**src/rtl/motion_pixel_word_writer.sv**
```systemverilog
// Packs an 8-bit pixel stream into little-endian 32-bit words and writes them
// to a zero-wait-state single-port RAM, with per-frame count and sticky errors.
module motion_pixel_word_writer #(
  parameter int ADDR_W    = 13,
  parameter int DEPTH     = 8192,
  parameter int BASE_ADDR = 0
) (
  input  logic              clk,
  input  logic              reset_n,
  input  logic              enable,
  input  logic [7:0]        in_data,
  input  logic              in_valid,
  output logic              in_ready,
  input  logic              in_sop,
  input  logic              in_eop,
  output logic [ADDR_W-1:0] mem_address,
  output logic [3:0]        mem_byteenable,
  output logic              mem_chipselect,
  output logic              mem_write,
  output logic [31:0]       mem_writedata,
  output logic              frame_done,
  output logic [ADDR_W:0]   frame_words,
  output logic              overflow,
  output logic              sop_restart,
  input  logic              clear_status
);

  typedef enum logic {IDLE, PACK} state_t;

  localparam logic [ADDR_W:0]   CAP      = (ADDR_W+1)'(DEPTH - BASE_ADDR);
  localparam logic [ADDR_W-1:0] BASE     = ADDR_W'(BASE_ADDR);
  localparam logic [ADDR_W:0]   WORD_ONE = (ADDR_W+1)'(1);

  state_t            state_q, state_d;
  logic [31:0]       pack_q, pack_d;
  logic [3:0]        be_q, be_d;
  logic [1:0]        lane_q, lane_d;
  logic [ADDR_W:0]   word_q, word_d;

  logic              wr_d, done_d, ovf_d, rst_d;
  logic [ADDR_W-1:0] addr_d;
  logic [3:0]        wbe_d;
  logic [31:0]       data_d;
  logic [ADDR_W:0]   fw_d;

  logic              beat, start, restart, full, accept, drop, flush;
  logic [1:0]        lane_sel;
  logic [31:0]       base_pack, merged_pack;
  logic [3:0]        base_be, merged_be;
  logic [ADDR_W:0]   base_word;

  // A sop beat always opens a fresh frame, discarding any partial word.
  assign beat      = in_valid & in_ready;
  assign start     = beat & in_sop;
  assign restart   = start & (state_q == PACK);
  assign full      = (word_q == CAP);
  assign accept    = start | (beat & (state_q == PACK) & ~full);
  assign drop      = beat & ~in_sop & (state_q == PACK) & full;
  assign lane_sel  = start ? 2'd0 : lane_q;
  assign base_pack = start ? '0 : pack_q;
  assign base_be   = start ? '0 : be_q;
  assign base_word = start ? '0 : word_q;
  assign merged_be = base_be | (4'b0001 << lane_sel);
  assign flush     = accept & ((lane_sel == 2'd3) | in_eop);

  always_ff @(posedge clk or negedge reset_n) begin
    if (!reset_n) begin
      state_q <= IDLE;
    end else begin
      state_q <= state_d;
    end
  end

  always_comb begin
    state_d = state_q;
    case (state_q)
      IDLE:    if (start) state_d = in_eop ? IDLE : PACK;
      PACK:    if (beat && in_eop) state_d = IDLE;
      default: state_d = IDLE;
    endcase
  end

  always_comb begin
    merged_pack = base_pack;
    merged_pack[{lane_sel, 3'b000} +: 8] = in_data;

    pack_d = pack_q;
    be_d   = be_q;
    lane_d = lane_q;
    word_d = word_q;
    wr_d   = 1'b0;
    addr_d = '0;
    wbe_d  = '0;
    data_d = '0;
    done_d = 1'b0;
    fw_d   = frame_words;
    ovf_d  = clear_status ? 1'b0 : overflow;
    rst_d  = clear_status ? 1'b0 : sop_restart;

    if (drop)    ovf_d = 1'b1;
    if (restart) rst_d = 1'b1;

    if (flush) begin
      wr_d   = 1'b1;
      addr_d = BASE + base_word[ADDR_W-1:0];
      wbe_d  = merged_be;
      data_d = merged_pack;
      pack_d = '0;
      be_d   = '0;
      lane_d = '0;
      word_d = base_word + WORD_ONE;
    end else if (accept) begin
      pack_d = merged_pack;
      be_d   = merged_be;
      lane_d = lane_sel + 2'd1;
      word_d = base_word;
    end

    // Past capacity the eop is dropped but still closes the frame.
    if (flush && in_eop) begin
      done_d = 1'b1;
      fw_d   = base_word + WORD_ONE;
    end else if (drop && in_eop) begin
      done_d = 1'b1;
      fw_d   = word_q;
    end
  end

  always_ff @(posedge clk or negedge reset_n) begin
    if (!reset_n) begin
      pack_q         <= '0;
      be_q           <= '0;
      lane_q         <= '0;
      word_q         <= '0;
      in_ready       <= 1'b0;
      mem_address    <= '0;
      mem_byteenable <= '0;
      mem_chipselect <= 1'b0;
      mem_write      <= 1'b0;
      mem_writedata  <= '0;
      frame_done     <= 1'b0;
      frame_words    <= '0;
      overflow       <= 1'b0;
      sop_restart    <= 1'b0;
    end else begin
      pack_q         <= pack_d;
      be_q           <= be_d;
      lane_q         <= lane_d;
      word_q         <= word_d;
      in_ready       <= enable;
      mem_address    <= addr_d;
      mem_byteenable <= wbe_d;
      mem_chipselect <= wr_d;
      mem_write      <= wr_d;
      mem_writedata  <= data_d;
      frame_done     <= done_d;
      frame_words    <= fw_d;
      overflow       <= ovf_d;
      sop_restart    <= rst_d;
    end
  end

endmodule

```
**config.mk**
```make
export PLATFORM = sky130hd
export DESIGN_NAME = motion_pixel_word_writer
export DESIGN_NICKNAME = d
export VERILOG_FILES = /design/src/rtl/motion_pixel_word_writer.sv
export SDC_FILE = /design/constraint.sdc
export NUM_CORES = 1
export LEC_CHECK = 0
export BUFFER_PORTS_ARGS = -buffer_cell sky130_fd_sc_hd__buf_2
export CAP_MARGIN = 0
export CELL_PAD_IN_SITES_DETAIL_PLACEMENT = 1
export CELL_PAD_IN_SITES_GLOBAL_PLACEMENT = 2
export CORE_ASPECT_RATIO = 1.25
export CORE_MARGIN = 2
export CORE_UTILIZATION = 39
export DETAILED_ROUTE_END_ITERATION = 12
export GPL_ROUTABILITY_DRIVEN = 0
export PLACE_DENSITY_LB_ADDON = 0.1
export SLEW_MARGIN = 20
export SYNTH_ARGS = -nofsm -noshare
export SYNTH_HDL_FRONTEND = slang
export SYNTH_SLANG_ARGS = --single-unit
```
**constraint.sdc**
```tcl
create_clock -name clk -period 4.2 [get_ports clk]
set_input_delay 0.21 -clock clk [delete_from_list [all_inputs] [get_ports clk]]
set_output_delay 0.21 -clock clk [all_outputs]
set_load 0.01 [all_outputs]
```
# Word-level counts from Yosys, hierarchy flattened
# Index checks and enable logic that the tools add are counted.
[totals]
inputBits = 15
register_bits = 121
output_inout_bits = 69
[classes]
eq_ne = 2
bitwise = 15
shifts = 3
muxes = 28
n_addsub = 3
n_reduce_logical = 7
[op_table]
columns = ["op", "count"]
rows = [
  ["2-to-1 mux 32 bit", 4],
  ["2-to-1 mux 14 bit", 5],
  ["bitwise mux 32 bit", 1],
  ["variable shift 8 x 7 -> 32 bit (first input constant)", 1],
  ["variable part select 8 x 7 -> 32 bit", 1],
  ["2-to-1 mux 4 bit", 4],
  ["adder 14 x 1 -> 14 bit (second input constant)", 1],
  ["== test 14 bit (second input constant)", 1],
  ["2-to-1 mux 13 bit", 1],
  ["bitwise AND 1 bit", 9],
  ["2-to-1 mux 1 bit", 9],
  ["nonzero test 2 bit", 4],
  ["negator 5 -> 7 bit", 1],
  ["2-to-1 mux 2 bit", 3],
  ["OR 4 bit", 1],
  ["<< shifter 1 x 2 -> 4 bit (first input constant)", 1],
  ["logical AND 1 bit", 3],
  ["inverter 1 bit", 3],
  ["adder 2 x 1 -> 2 bit (second input constant)", 1],
  ["== test 2 bit (second input constant)", 1],
  ["OR 1 bit", 2],
  ["case mux 1 bit (2 select lines)", 1],
]

# Depth between registers and ports, before layout
# Gate-level depths: netlist of the first run.
[depth]
word_depth = 8
depth_mapped = 13

# Worst setup path before layout of the first run
# OpenSTA, ideal clock, no wires.
[synth_path]
path_type = "reg2reg"
from = "reg in_ready"
to = "reg pack_q[16]"
t_arrival_ps = 2750
setup_ps = 82
setup_slack_ps = 1367
stages_incl_launch_ff = 12
t_required_ps = 4118
path_cell_list = "dfrtp_1 nand3_1 clkbuf_1 clkbuf_1 nand2_1 inv_1 ha_1 clkbuf_1 nand2_1 a211oi_1 a2bb2oi_1 o22ai_1"
[synth_via]
elab_chain_cells = 8
word_cells_on_any_way = 17
[synth_rtl]
columns = ["item", "line", "rtl"]
rows = [
  ["from (decl)", "13", "output logic in_ready,"],
  ["from (signal assigned)", "150", "in_ready <= enable;"],
  ["bitwise AND 1 bit *", "53", "assign beat = in_valid & in_ready;"],
  ["bitwise AND 1 bit", "54", "assign start = beat & in_sop;"],
  ["2-to-1 mux 2 bit", "59", "assign lane_sel = start ? 2'd0 : lane_q;"],
  ["negator 5 -> 7 bit", "85", "merged_pack[{lane_sel, 3'b000} +: 8] = in_data;"],
  ["variable part select 8 x 7 -> 32 bit or variable shift 8 x 7 -> 32 bit (tied branches)", "85", ""],
  ["bitwise mux 32 bit", "85", ""],
  ["2-to-1 mux 32 bit", "112", "end else if (accept) begin"],
  ["2-to-1 mux 32 bit", "103", "if (flush) begin"],
  ["to (signal assigned)", "146", "pack_q <= pack_d;"],
  ["to (decl)", "35", "logic [31:0] pack_q, pack_d;"],
]
# Mark *: on every way between the ends. The rest lies on a longest branch, timed or not. The select of a mux whose other input is x is not followed.
# A chain may end at the register's enable or synchronous reset.

# Worst setup path in the final report of the first run
[layout_path]
from = "reg in_ready"
to = "reg pack_q[23]"
# Same word-level chain as after synthesis.

==> metrics.txt, run 1 <==
complex-gate fraction of the synthesized area ~18%; Fillers between 1k and 1.5k; area leader, netlist dfrtp_1; pwr dens ~480 nW/µm²; Mapped Area ~5300 µm²; RSZ-0062 raised after global routing false; Starting DRT DRC Count 153; Residual DRC 0; Detailed Place HPWL 9950 µm; IO Pins 84; multi-input logic area 2040 µm²; Seq/Total Area, Yosys roughly 58%; vias per inst about 5.5; number of port buffers 83; Hold WC Path Type primary input to flop; Post-Synth Simple-Gate Area 15.4%; Startpoint Class flop; first-pass GRT wire length approximately 24000 µm; initial core utilization about 40%; Yosys warnings 0; largest family of logic cells by synthesized area compound AO/OA/AOI/OAI gates; Die W 108 µm; initial antenna violation count 0; Total Die Area 14500 µm²; Yosys reg bits 121; syn_nets 510; htree depth 4; PnR worst setup slack approximately 1.2 ns; Routed WL around 15000 µm; deepest clock path buffer count 2; WS Path Type flop to flop; Final Core Density 48.1%; internal power 2.22 mW; FFs w/ async S/R, synth 100%; total negative slack 0 ns; worst path arrival time roughly 3.3 ns; Post-CTS Hold Buffers 3; mux cell area share after synthesis around 1.8%; final slew viol count 0; Mapped Cells 486; Max-slew headroom 31.5%; layout cells sized above 1 around a quarter; sw power 858 µW; Post-DRT Antenna Nets 0; clock buffer count from CTS 17; # diodes 0; Avg Synthesized Cell Area around 11 µm²; Core ar. 13200 µm²; combinational power share 14.5%; Synth Area in Adders 2.14%; Worst Reg2Reg Path Length in Cells 7; slew of the pin with the lowest slew margin 1.02 ns; Area contributors post-synth dfrtp_1 58%, a2bb2oi_1 3.5%, nor2_1 3.5%, nand2_1 3.4%, o22ai_1 2.5%; Final setup violation count 0; total routing usage reported by global routing a little over a fifth; P_leak 3.13 nW; top-area cell type share of the netlist area 57.5%; sequential group share of total power 41.7%; Layout Skew 0.00750 ns; pre-CTS WS around 1.2 ns; Worst-path clk slew 0.06 ns; hold slack 0.128 ns; Die Y-Extent 134 µm; commonest non-fill, non-tap cells in the layout 121 x dfrtp_1, 82 x buf_2, 49 x nor2_1, 48 x nand2_1; routed vias ~4.1k; Worst Path Max Fanout 22; total clock sinks 121; total chip power around 3.1 mW; post-synth cell types 59; Synth Flop Type dfrtp_1; sw frac 27.8%; largest net degree at the start of global routing 74; status complete, no violations; CTS tree built; Layout Nets 587; grt total ovfl 0; post-route clock period utilization 70.6%; Reg area between 3000 and 4000 µm²; Synth Area in XOR/XNOR between 1 and 1.5%; CP endpoint kind flop; min Tclk post-route a little under 3 ns; Root Driver clkbuf_16; VDD IR max 0.244 mV; post_cts resized 0; critical path required time about 4.5 ns; maximum clock frequency 0.337 GHz; max cap viols 0; Pre-antenna DRT Iters 4; Fin. Hold Viols 0; post-CTS setup repair buffer count 0; DR WL/cell 19.4 µm; Core Rows 47; commonest non-fill, non-tap cell in the layout dfrtp_1; part of the power in the clock network 43.8%; via count of the first global-routing pass roughly 4.5k; hold depth 2; worst skew pair latency 0.42 ns; area grow syn2layout 21.0%; number of synthesized flops with an enable pin 0
## per-stage QoR
stage | std cells | instance area, µm²
3_5_place_dp | 712 | 5790
5_1_grt | 746 | 6370
6_report | 746 | 6370
4_1_cts | 746 | 6370
2_1_floorplan | 486 | 5270
3_3_place_gp | 712 | 5790
## synthesized netlist by cell type (3+ instances only)
library cell / number
nand2_1: 48
xor2_1: 4
o21ai_0: 14
a21oi_1: 14
buf_2: 7
nand3_1: 16
a2bb2oi_1: 21
a22o_1: 12
inv_1: 9
dfrtp_1: 121
buf_4: 4
nand4_1: 5
or3_1: 4
o31ai_1: 6
nand2b_1: 3
xnor2_1: 5
or4_1: 4
buf_1: 4
and2_1: 6
o22ai_1: 21
nor2_1: 49
and3_1: 13
a32o_1: 3
or2_2: 3
a22oi_1: 9
nor4_1: 3
nor3_1: 6
ha_1: 9
o211ai_1: 3
a211oi_1: 3
clkbuf_1: 19
mux2i_1: 7
## path summary, 6_finish.rpt
check | endpoint | from | slack (ns)
min in group asynchronous | sop_restart$_DFFE_PN0P_ | reset_n | 0.46
hold reg to reg | frame_words[8]$_DFFE_PN0P_ | frame_words[8]$_DFFE_PN0P_ | 0.48
hold / removal | pack_q[0]$_DFFE_PN0P_ | in_data[0] | 0.13
setup / recovery | pack_q[23]$_DFFE_PN0P_ | in_ready$_DFF_PN0_ | 1.23
setup reg to reg | pack_q[23]$_DFFE_PN0P_ | in_ready$_DFF_PN0_ | 1.23
max in group asynchronous | pack_q[19]$_DFFE_PN0P_ | reset_n | 2.78
## layer usage
layer	share of wire [%]	global-route usage, %	wire length (µm)
met2	54	38.8	7860
met3	2.6	4.32	379
met4	3.0	9.12	442
met1	40	24.5	5820
met5	0	0	0
## power groups by stage
stage | clock network (mW) | logic (mW) | registers, mW
after CTS | 1.37 | 0.455 | 1.28
after global routing | 1.42 | 0.495 | 1.29
final | 1.35 | 0.447 | 1.28
after detailed placement | 0 | 0.448 | 1.30
after floorplan | 0 | 0.278 | 1.30
after global placement | 0 | 0.438 | 1.30
## flip-flops by register name (all words and copies together) (netlist names), 2 cells and up
register and cells:
frame_words 14, word_q 14, mem_writedata 32, mem_address 13
lane_q 2, be_q 4, pack_q 32, mem_byteenable 4
## cell type report
type / count / share of cell area [%]
inverters: 10 / 0.589
clock inverters: 12 / 1.63
repair buffers: 93 / 7.86
well taps: 171 / 3.36
multi-input cells: 320 / 32.1
flip-flops and latches: 121 / 47.5
clock buffers: 19 / 6.95
## cells by family after synthesis
kind of cell	after synthesis
simple gates	168
flops	121
buf+inv	45
mux	9
xor+xnor	9
compound gates	125
fa+ha+maj	9
## critical path, stage by stage, from the launching register on
cell     delay, ns
dfrtp_1       0.45
nand3_2       0.31
nand2_1       0.28
inv_1         0.13
ha_1          0.45
nor2_1        0.53
o21ai_2       0.42
o21ai_0       0.29
No activity file was read; power rests on OpenSTA's default activity.
==> run 2, diff against run 1 <==
--- a/config.mk
+++ b/config.mk
@@ -5,13 +5,14 @@
 export SDC_FILE = /design/constraint.sdc
 export NUM_CORES = 1
 export LEC_CHECK = 0
+export ABC_AREA = 1
 export BUFFER_PORTS_ARGS = -buffer_cell sky130_fd_sc_hd__buf_2
 export CAP_MARGIN = 0
 export CELL_PAD_IN_SITES_DETAIL_PLACEMENT = 1
 export CELL_PAD_IN_SITES_GLOBAL_PLACEMENT = 2
 export CORE_ASPECT_RATIO = 1.25
 export CORE_MARGIN = 2
-export CORE_UTILIZATION = 39
+export CORE_UTILIZATION = 31
 export DETAILED_ROUTE_END_ITERATION = 12
 export GPL_ROUTABILITY_DRIVEN = 0
 export PLACE_DENSITY_LB_ADDON = 0.1
==> constraint.sdc (replaced) <==
create_clock -name clk -period 2.4 [get_ports clk]
set_input_delay 0.12 -clock clk [delete_from_list [all_inputs] [get_ports clk]]
set_output_delay 0.12 -clock clk [all_outputs]
set_load 0.01 [all_outputs]
==> metrics.txt, run 2 <==
largest net degree at the start of global routing 48 (-35%); GR Util met3 3.97% (-0.36 points); Mapped Cells 653 (+34%); WS Path Type flop to flop; Starting DRT DRC Count 216 (+41%); pwr dens 872 nW/µm² (+80%); post-synth cell types 32 (-46%); maximum clock frequency 0.456 GHz (+35%); syn_nets 677 (+33%); Final setup violation count 0 (unchanged); cell mode on critical path nand2_1; layout cells sized above 1 20.5% (-3.4 points); end point of the critical path frame_words[12]$_DFFE_PN0P_; Worst Reg2Reg Path Length in Cells 10 (+3); critical path required time 2.71 ns (-1.81 ns); area leader, netlist dfrtp_1; internal power 4.42 mW (+99%); Root Driver clkbuf_16; part of the power in the clock network 47.9% (+4.1 points); crit path max-delay cell type buf_4; Seq/Total Area, Yosys 54.4% (-3.1 points); worst path arrival time 2.51 ns (-0.78 ns); # diodes 0 (unchanged); hold slack 0.0193 ns (-0.109 ns); Final Core Density 39.7% (-8.4 points); number of synthesized flops with an enable pin 0 (unchanged); Die W 124 µm (+15%); reg2reg start in_ready$_DFF_PN0_; Fin. Hold Viols 0 (unchanged); sequential group share of total power 36.7% (-5.0 points); Synth Flop Type dfrtp_1; Area contributors post-synth dfrtp_1 54%, nand2_1 11%, nand3_1 8.0%, o21ai_0 4.8%, nor2_1 4.2%; clock buffer count from CTS 17 (unchanged); Worst-path clk slew 0.05 ns (about the same); initial antenna violation count 0 (unchanged); Die Y-Extent 154 µm (+15%); total clock sinks 121 (unchanged); crit path from in_ready$_DFF_PN0_; reg-to-reg slack, setup 0.21 ns (-1.03 ns); vias per inst 4.86 (-12%); initial core utilization 31.8% (-8.0 points); critical-path cell list nand3_4 > buf_4 > buf_4 > nand2_1 > nor2_1 > nand3_1 > nand2_1 > nand2_1 > nand2_1 > nand2_1; post-route clock period utilization 91.4% (+21 points); reg2reg end frame_words[12]$_DFFE_PN0P_; Layout Nets 764 (+30%); Worst Path Max Fanout 40 (+82%); first-pass GRT wire length 26800 µm (+13%); Yosys warnings 0 (unchanged); most instantiated library cell after synthesis nand2_1; Detailed Place HPWL 11500 µm (+15%); top post-synthesis cells by count 159 x nand2_1, 121 x dfrtp_1, 89 x nand3_1, 62 x nor2_1, 57 x inv_1; Total Die Area 19100 µm² (+32%); Core ar. 17500 µm² (+32%); top-area cell type share of the netlist area 54.4% (-3.1 points); Residual DRC 0 (unchanged); Yosys reg bits 121 (unchanged); DP Area 6240 µm² (+7.8%); Routed WL 16500 µm (+13%); Avg Synthesized Cell Area 8.52 µm² (-21%); area grow syn2layout 24.9%; met1 Use GR 21.1% (-3.5 points); Hold WC Path Type primary input to flop; biggest regs mem_writedata: 32 flops, pack_q: 32 flops; busiest grt layer met2; Post-DRT Antenna Nets 0 (unchanged); DR WL/cell 16.8 µm (-13%); Final Cell Area 6950 µm² (+9.2%); CP endpoint kind flop; Cell Count, Final, Fillers Out 977 (+31%); Max-slew headroom 61.8% (+30 points); Startpoint Class flop; VDD IR max 0.384 mV (+57%); post-placement cell count 942 (+32%); commonest non-fill, non-tap cell in the layout nand2_1; worst skew pair latency 0.43 ns (about the same); status complete, no violations; final slew viol count 0 (unchanged); Mapped Area 5570 µm² (+5.7%); total negative slack 0 ns (unchanged); Pre-antenna DRT Iters 7 (+3); FFs w/ async S/R, synth 100% (unchanged); Layout Skew 0.0126 ns (+0.00513 ns); sw frac 27.0% (-0.82 points); slew of the pin with the lowest slew margin 0.573 ns (-0.448 ns); via count of the first global-routing pass 5103 (+14%); max cap viols 0 (unchanged); RSZ-0062 raised after global routing false; min Tclk post-route 2.19 ns (-0.772 ns); Core Rows 54 (+15%); sw power 1.64 mW (+91%); worst stage delay on the critical path 0.44 ns (-0.09 ns); CTS tree built; total routing usage reported by global routing 18.5% (-3.0 points); grt total ovfl 0 (unchanged); deepest clock path buffer count 2 (unchanged); combinational power share 15.4% (+0.9 points); IO Pins 84 (unchanged); routed vias 4749 (+15%); P_leak 3.58 nW (+14%); met2 usage 33.4% (-5.5 points); htree depth 4 (unchanged); commonest non-fill, non-tap cells in the layout 159 x nand2_1, 121 x dfrtp_1, 89 x nand3_1, 82 x buf_2, 62 x nor2_1; number of port buffers 83 (unchanged)
run 2: worst min-delay path by stage:
stage | from | endpoint | slack, ns | cells past startpoint
after floorplan | reset_n | be_q[0]$_DFFE_PN0P_ | -0.18 | 0
after detailed placement | reset_n | frame_done$_DFF_PN0_ | 0.16 | 1
after global routing | in_eop | state_q$_DFF_PN0_ | 0.01 | 2
after global placement | reset_n | frame_done$_DFF_PN0_ | 0.15 | 1
final | in_eop | state_q$_DFF_PN0_ | 0.02 | 2
after CTS | in_eop | state_q$_DFF_PN0_ | 0.002 | 2
run 2: kinds of logic (layout without fill, tap and decap cells):
logic type | Yosys count | count (layout) | share of synthesized area, %
AOI/OAI and AO/OA | 84 | 84 | 8.59
adders and majority gates | 9 | 9 | 2.02
buffers and inverters | 97 | 197 | 8.00
DFF | 121 | 121 | 54.4
xor gates and xnor gates | 4 | 4 | 0.629
and+or+nand+nor | 338 | 338 | 26.4
run 2: per-layer routing:
metal	vias up	wire length, µm
li1	2273	-
met1	2365	6830
met2	83	8820
met3	28	471
met4	0	336
met5	-	0
run 2: what timing repair did:
item	CTS	global route
setup buffers	0	0
endpoints found under the setup margin	0	5
hold buffers	3	0
gates resized for setup	0	2
hold endpoints to repair	39	0
run 2: layout make-up:
type | instances | area (µm²)
fillers | 2075 | 10500
repair buffers | 105 | 641
flip-flops and latches | 121 | 3030
clock buffers | 26 | 509
multi-input cells | 435 | 2110
clock inverters | 6 | 158
inverters | 60 | 225
well taps | 224 | 280
run 2: per-stage QoR:
step	total power [mW]	setup slack [ns]
2_1_floorplan	2.84	0.0434
3_3_place_gp	3.18	0.218
3_5_place_dp	3.21	0.145
4_1_cts	6.17	0.121
5_1_grt	6.36	0.00680
6_report	6.06	0.206
run 2: power groups by stage:
| stage | sequential [mW] | clock (mW) | combinational, mW |
|---|---|---|---|
| 2_1_floorplan | 2.26 | 0 | 0.571 |
| 3_3_place_gp | 2.25 | 0 | 0.925 |
| 3_5_place_dp | 2.26 | 0 | 0.949 |
| 4_1_cts | 2.23 | 2.98 | 0.960 |
| 5_1_grt | 2.24 | 3.06 | 1.06 |
| 6_report | 2.22 | 2.91 | 0.933 |
run 2: worst max-delay path: cells and delay by family, from the launching register on:
family	cells	cell delay (ns)
buf+inv	2	0.73
simple gates	8	0.89
flops	1	0.41
